`src/rtl/seg_scan_ctrl_if.sv`:
```
// ============================================================================
// Module   : seg_scan_ctrl_if
// Brief    : Pattern-load and display bus of the multiplexed 7-segment scanner
// Revision : 1.0  initial release
// ============================================================================
`default_nettype none

interface seg_scan_ctrl_if;
  logic [6:0] seg1;
  logic [6:0] seg2;
  logic [6:0] seg3;
  logic [6:0] seg4;
  logic [6:0] seg5;
  logic [6:0] seg6;
  logic [5:0] en_mask;
  logic       load;
  logic [6:0] seg_out;
  logic [5:0] dig_en;
  logic       pending;
  logic       frame_done;

  modport master (
    output seg1, seg2, seg3, seg4, seg5, seg6, en_mask, load,
    input  seg_out, dig_en, pending, frame_done
  );

  modport slave (
    input  seg1, seg2, seg3, seg4, seg5, seg6, en_mask, load,
    output seg_out, dig_en, pending, frame_done
  );
endinterface

`default_nettype wire

```
`src/rtl/seg_scan_ctrl.sv`:
```
// ============================================================================
// Module   : seg_scan_ctrl
// Brief    : Six-digit 7-segment scanner with blanking guard and
//            frame-synchronous double-buffered pattern update
// Revision : 1.0  initial release
// ============================================================================
`default_nettype none

module seg_scan_ctrl #(
  parameter int unsigned DWELL   = 4,
  parameter int unsigned BLANK   = 1,
  parameter logic [6:0]  SEG_OFF = 7'b1111111
) (
  input wire logic       clk,
  input wire logic       reset,
  seg_scan_ctrl_if.slave bus
);

  typedef enum logic [1:0] {
    S_IDLE  = 2'd0,
    S_BLANK = 2'd1,
    S_SHOW  = 2'd2
  } state_t;

  localparam logic [15:0] c_dwell_last = 16'(DWELL - 1);
  localparam logic [15:0] c_blank_last = 16'(BLANK - 1);
  localparam bit          c_has_blank  = (BLANK != 0);
  localparam state_t      c_slot_first = c_has_blank ? S_BLANK : S_SHOW;

  state_t          r_state;
  logic [2:0]      r_idx;
  logic [15:0]     r_cnt;
  logic [5:0][6:0] r_act;
  logic [5:0]      r_act_mask;
  logic [5:0][6:0] r_sh;
  logic [5:0]      r_sh_mask;
  logic            r_pending;
  logic [6:0]      r_seg_out;
  logic [5:0]      r_dig_en;
  logic            r_frame_done;

  state_t          w_state_nxt;
  logic [2:0]      w_idx_nxt;
  logic [15:0]     w_cnt_nxt;
  logic            w_swap;
  logic [5:0][6:0] w_act_nxt;
  logic [5:0]      w_mask_nxt;
  logic            w_lit;
  logic [6:0]      w_seg_nxt;
  logic [5:0]      w_dig_nxt;
  logic            w_fd_nxt;
  logic [5:0][6:0] w_seg_in;

  assign w_seg_in = {bus.seg6, bus.seg5, bus.seg4, bus.seg3, bus.seg2, bus.seg1};

  // Frame boundaries (IDLE exit and the d5->d0 wrap) are the only swap points.
  always_comb begin
    w_state_nxt = r_state;
    w_idx_nxt   = r_idx;
    w_cnt_nxt   = r_cnt + 16'd1;
    w_swap      = 1'b0;
    case (r_state)
      S_IDLE: begin
        w_state_nxt = c_slot_first;
        w_idx_nxt   = 3'd0;
        w_cnt_nxt   = 16'd0;
        w_swap      = 1'b1;
      end
      S_BLANK: begin
        if (r_cnt == c_blank_last) begin
          w_state_nxt = S_SHOW;
          w_cnt_nxt   = 16'd0;
        end
      end
      S_SHOW: begin
        if (r_cnt == c_dwell_last) begin
          w_state_nxt = c_slot_first;
          w_cnt_nxt   = 16'd0;
          if (r_idx == 3'd5) begin
            w_idx_nxt = 3'd0;
            w_swap    = 1'b1;
          end else begin
            w_idx_nxt = r_idx + 3'd1;
          end
        end
      end
      default: begin
        w_state_nxt = S_IDLE;
        w_idx_nxt   = 3'd0;
        w_cnt_nxt   = 16'd0;
      end
    endcase

    w_act_nxt  = (w_swap && r_pending) ? r_sh      : r_act;
    w_mask_nxt = (w_swap && r_pending) ? r_sh_mask : r_act_mask;
    w_lit      = (w_state_nxt == S_SHOW) && w_mask_nxt[w_idx_nxt];
    w_seg_nxt  = w_lit ? w_act_nxt[w_idx_nxt] : SEG_OFF;
    w_dig_nxt  = w_lit ? (6'b000001 << w_idx_nxt) : 6'b000000;
    w_fd_nxt   = (w_state_nxt == S_SHOW) && (w_idx_nxt == 3'd5) &&
                 (w_cnt_nxt == c_dwell_last);
  end

  always_ff @(posedge clk) begin
    if (reset) begin
      r_state      <= S_IDLE;
      r_idx        <= 3'd0;
      r_cnt        <= 16'd0;
      r_act        <= {6{SEG_OFF}};
      r_act_mask   <= 6'b111111;
      r_sh         <= {6{SEG_OFF}};
      r_sh_mask    <= 6'b111111;
      r_pending    <= 1'b0;
      r_seg_out    <= SEG_OFF;
      r_dig_en     <= 6'b000000;
      r_frame_done <= 1'b0;
    end else begin
      r_state      <= w_state_nxt;
      r_idx        <= w_idx_nxt;
      r_cnt        <= w_cnt_nxt;
      r_act        <= w_act_nxt;
      r_act_mask   <= w_mask_nxt;
      r_seg_out    <= w_seg_nxt;
      r_dig_en     <= w_dig_nxt;
      r_frame_done <= w_fd_nxt;
      if (w_swap && r_pending) begin
        r_pending <= 1'b0;
      end
      // A load on a swap edge lands after the transfer, so pending stays set.
      if (bus.load) begin
        r_sh      <= w_seg_in;
        r_sh_mask <= bus.en_mask;
        r_pending <= 1'b1;
      end
    end
  end

  assign bus.seg_out    = r_seg_out;
  assign bus.dig_en     = r_dig_en;
  assign bus.pending    = r_pending;
  assign bus.frame_done = r_frame_done;

endmodule

`default_nettype wire

```
`src/flat_wrapper.sv`:
```
// flat-port wrapper written by rule: the top's interface ports become plain ports
module seg_scan_ctrl_flat 
#(
  parameter int unsigned DWELL   = 4,
  parameter int unsigned BLANK   = 1,
  parameter logic [6:0]  SEG_OFF = 7'b1111111
)
  (clk, reset, bus_seg1, bus_seg2, bus_seg3, bus_seg4, bus_seg5, bus_seg6, bus_en_mask, bus_load, bus_seg_out, bus_dig_en, bus_pending, bus_frame_done);
  seg_scan_ctrl_if bus_i ();
  input wire logic clk;
  input wire logic reset;
  input wire logic [$bits(bus_i.seg1)-1:0] bus_seg1;
  input wire logic [$bits(bus_i.seg2)-1:0] bus_seg2;
  input wire logic [$bits(bus_i.seg3)-1:0] bus_seg3;
  input wire logic [$bits(bus_i.seg4)-1:0] bus_seg4;
  input wire logic [$bits(bus_i.seg5)-1:0] bus_seg5;
  input wire logic [$bits(bus_i.seg6)-1:0] bus_seg6;
  input wire logic [$bits(bus_i.en_mask)-1:0] bus_en_mask;
  input wire logic [$bits(bus_i.load)-1:0] bus_load;
  output wire logic [$bits(bus_i.seg_out)-1:0] bus_seg_out;
  output wire logic [$bits(bus_i.dig_en)-1:0] bus_dig_en;
  output wire logic [$bits(bus_i.pending)-1:0] bus_pending;
  output wire logic [$bits(bus_i.frame_done)-1:0] bus_frame_done;
  assign bus_i.seg1 = bus_seg1;
  assign bus_i.seg2 = bus_seg2;
  assign bus_i.seg3 = bus_seg3;
  assign bus_i.seg4 = bus_seg4;
  assign bus_i.seg5 = bus_seg5;
  assign bus_i.seg6 = bus_seg6;
  assign bus_i.en_mask = bus_en_mask;
  assign bus_i.load = bus_load;
  assign bus_seg_out = bus_i.seg_out;
  assign bus_dig_en = bus_i.dig_en;
  assign bus_pending = bus_i.pending;
  assign bus_frame_done = bus_i.frame_done;
  seg_scan_ctrl #(.DWELL(DWELL), .BLANK(BLANK), .SEG_OFF(SEG_OFF)) u_core (.clk(clk), .reset(reset), .bus(bus_i));
endmodule
```
`config.mk`:
```
export PLATFORM = sky130hd
export DESIGN_NAME = seg_scan_ctrl_flat
export DESIGN_NICKNAME = d
export VERILOG_FILES = /design/src/rtl/seg_scan_ctrl_if.sv /design/src/rtl/seg_scan_ctrl.sv /design/src/flat_wrapper.sv
export SDC_FILE = /design/constraint.sdc
export NUM_CORES = 1
export LEC_CHECK = 0
export BUFFER_PORTS_ARGS = -buffer_cell sky130_fd_sc_hd__clkbuf_2
export CAP_MARGIN = 5
export CELL_PAD_IN_SITES_DETAIL_PLACEMENT = 0
export CELL_PAD_IN_SITES_GLOBAL_PLACEMENT = 2
export CORE_MARGIN = 2
export CORE_UTILIZATION = 35
export DETAILED_ROUTE_END_ITERATION = 7
export GPL_TIMING_DRIVEN = 0
export PLACE_DENSITY = 0.88
export SYNTH_ARGS = -nofsm -noshare
export SYNTH_HDL_FRONTEND = slang
export SYNTH_SLANG_ARGS = --single-unit
export TNS_END_PERCENT = 10
```
`constraint.sdc`:
```
create_clock -name clk -period 8.4 [get_ports clk]
set_clock_uncertainty 0.2 [all_clocks]
set_input_delay 0.42 -clock clk [delete_from_list [all_inputs] [get_ports clk]]
set_output_delay 0.42 -clock clk [all_outputs]
set_load 0.02 [all_outputs]
```
==> run metrics <==
area leader, netlist=dfxtp_1; Slew HR=46.6%; Clock Pin Slew Worst Setup and Hold Paths=~0.060 ns; Hold Crit Class=input pin to flip-flop; prevailing post-synth register cell=dfxtp_1; Worst Path Arrival=4.00 ns; Ys Warns=0; vias in the first global route=4,635; Reg2Reg Setup Slack=4.50 ns; GRT Total Usage=roughly 17%; Routed WL=14,200 um; placed cells=between 800 and 900; Placed Area=between 0.006 and 0.007 sq mm; # diodes=0; Setup Buffers After CTS=0; DRC=0; Chip Height=132 um; CP max FO=10; library cells used by synthesis=56; kind of critical path=flip-flop to flip-flop; Static Leak=2.98 nW; TritonCTS buffer count=17; WP data required=8.50 ns; Bufs on Longest Clock Path=2; H-tree depth=4; Post-synth EDFFs=0; Final Util=44.6%; final antenna-violating net count=0; Max Fclk=0.257 GHz; Tmin final=~3.9 ns; PortBufs=64; iteration count of the initial detailed-routing pass=7; die extent in x=about 130 um; final net count=749; routed vias=between 4,000 and 5,000; final hold vios=0; Filler cells=1,584; first-pass GRT wire length=23,700 um; register area share after synthesis=a little under half; critical path startpoint category=flip-flop; area fraction of the dominant cell type after synthesis=46.1%; Starting Density=35.9%; Synth area leaders=dfxtp_1 46%, a211o_1 7.6%, mux2i_1 7.3%, nor2b_1 5.6%, nand2b_1 4.5%; final period utilization=a little under half; Resized Gates After CTS=0; largest net degree at the start of global routing=17; clk_lat worst skew=0.42 ns; CTS tree=done; endpoint class of the critical path=flip-flop; Sequential Area=0.00264 sq mm; Final Instance Area=0.00710 sq mm; setup repair after global routing missed its margin=no; Final GP Congestion=0.797; initial antenna violation count=0; root cell of the clock tree=clkbuf_16; area delta synth->final=24.1%; final max-slew violation count=0; area of the multi-input gates=~0.0029 sq mm; floorplan core area=0.0159 sq mm; initial drt markers=401; Sink Count=132; Hold Crit Depth=2; status=finished clean; DP Wirelength=10,400 um; Avg WL per Cell=~15 um; Syn Std Cell Area=0.00573 sq mm; Synth Instances=approximately 580; most common cell after layout, fill and taps aside=dfxtp_1; final setup fails=0; FFs w/ async S/R, synth=0%; non-filler cells in the finished layout=920; R2R depth=9; gr ovfl total=0; layout cells sized above 1=17.0%; via/cell ratio=approximately 5; pwr/cell area=213 mW/mm^2; row count=46; Tot Pwr=around 1.5 mW; Mapped Nets=640; worst vdd ir=0.000151 V; mean post-synth cell area=slightly below 10 sq um; worst-margin pin slew=about 0.80 ns; most frequent cells in the layout=132 x dfxtp_1, 64 x clkbuf_2, 51 x nor2b_1; #FFs+latches synth=132; Die ar.=0.0174 sq mm; setup TNS=0 ns; max-cap viol count=0; IO Pins=66
==> critical path, stage by stage, from the launching register on <==
cell,delay [ns]
dfxtp_1,0.35
ha_1,0.31
nand3_1,0.19
nor3_1,0.10
a32oi_1,0.62
clkbuf_1,0.58
buf_1,0.66
mux2i_1,0.44
o22ai_1,0.12
o32a_1,0.21
==> cell usage after synthesis, types with 6 or more instances <==
cell type / number
nor3_1: 15
mux2i_1: 42
clkbuf_1: 29
and3_1: 8
xnor2_1: 7
inv_1: 7
nor2_1: 38
nand3_1: 16
nand2b_1: 41
buf_2: 6
ha_1: 6
o22ai_1: 7
a211o_1: 50
xor2_1: 7
nand2_1: 31
o21ai_0: 8
nor2b_1: 51
dfxtp_1: 132
==> what timing repair did <==
item	in CTS	in global routing
setup endpoints to repair	0	0
endpoints found under the hold margin	26	0
hold buffers	26	0
==> kinds of logic (layout without fill, tap and decap cells) <==
kind of cell    Yosys count  after routing  share of synthesized area, %
flops                   132            132                          46.1
buf+inv                  50            171                          3.61
xor+xnor                 14             14                          2.14
fa+ha+maj                 6              6                          1.31
mux                      46             46                          8.32
simple gates            226            226                          22.6
compound gates          109            109                          15.8
==> worst paths after layout <==
path / from / to
setup / recovery: u_core.r_cnt[0] / u_core.bus.seg_out[3]
hold / removal: bus_seg2[5] / u_core.r_sh[12]
setup reg to reg: u_core.r_cnt[0] / u_core.bus.seg_out[3]
hold reg to reg: u_core.r_act_mask[0] / u_core.r_act_mask[0]
==> metrics by stage <==
stage | worst slack (ns) | hold WS [ns]
after floorplan | 5.15 | 0.229
after global placement | 4.46 | 0.252
after detailed placement | 4.48 | 0.255
after CTS | 4.46 | 0.00000450
after global routing | 4.26 | 0.00362
final | 4.50 | 0.0132
==> cell type report <==
class	instances	area share, %
buffer	43	2.54
clock buffer	19	6.23
clock inverter	12	1.18
inverter	7	0.370
multi-input combinational	401	40.5
sequential	132	37.2
tap	216	3.80
timing repair buffer	90	8.17
==> per-layer routing <==
| metal | GRT usage [%] | vias to the layer above | routed length [um] |
|---|---|---|---|
| met1 | 21.6 | 2210 | 6450 |
| met4 | 6.28 | 0 | 217 |
| met2 | 28.5 | 91 | 6840 |
| met3 | 4.15 | 20 | 696 |
| met5 | 0 | - | 0 |
| li1 | - | 2297 | - |
==> power breakdown <==
part           total (mW)  switching (mW)  internal [mW]  leakage [nW]
sequential          0.676          0.0166          0.659          1.08
combinational       0.180          0.0973         0.0825          1.65
clock               0.656           0.274          0.382         0.247
==> state kept, by name, summed over array words and instances (netlist names) <==
name	cells
u_core.bus.dig_en	6
u_core.bus.frame_done	1
u_core.bus.pending	1
u_core.bus.seg_out	7
u_core.r_act	42
u_core.r_act_mask	6
u_core.r_cnt	16
u_core.r_idx	3
u_core.r_sh	42
u_core.r_sh_mask	6
u_core.r_state	2
Power figures use the tool's default switching activity.
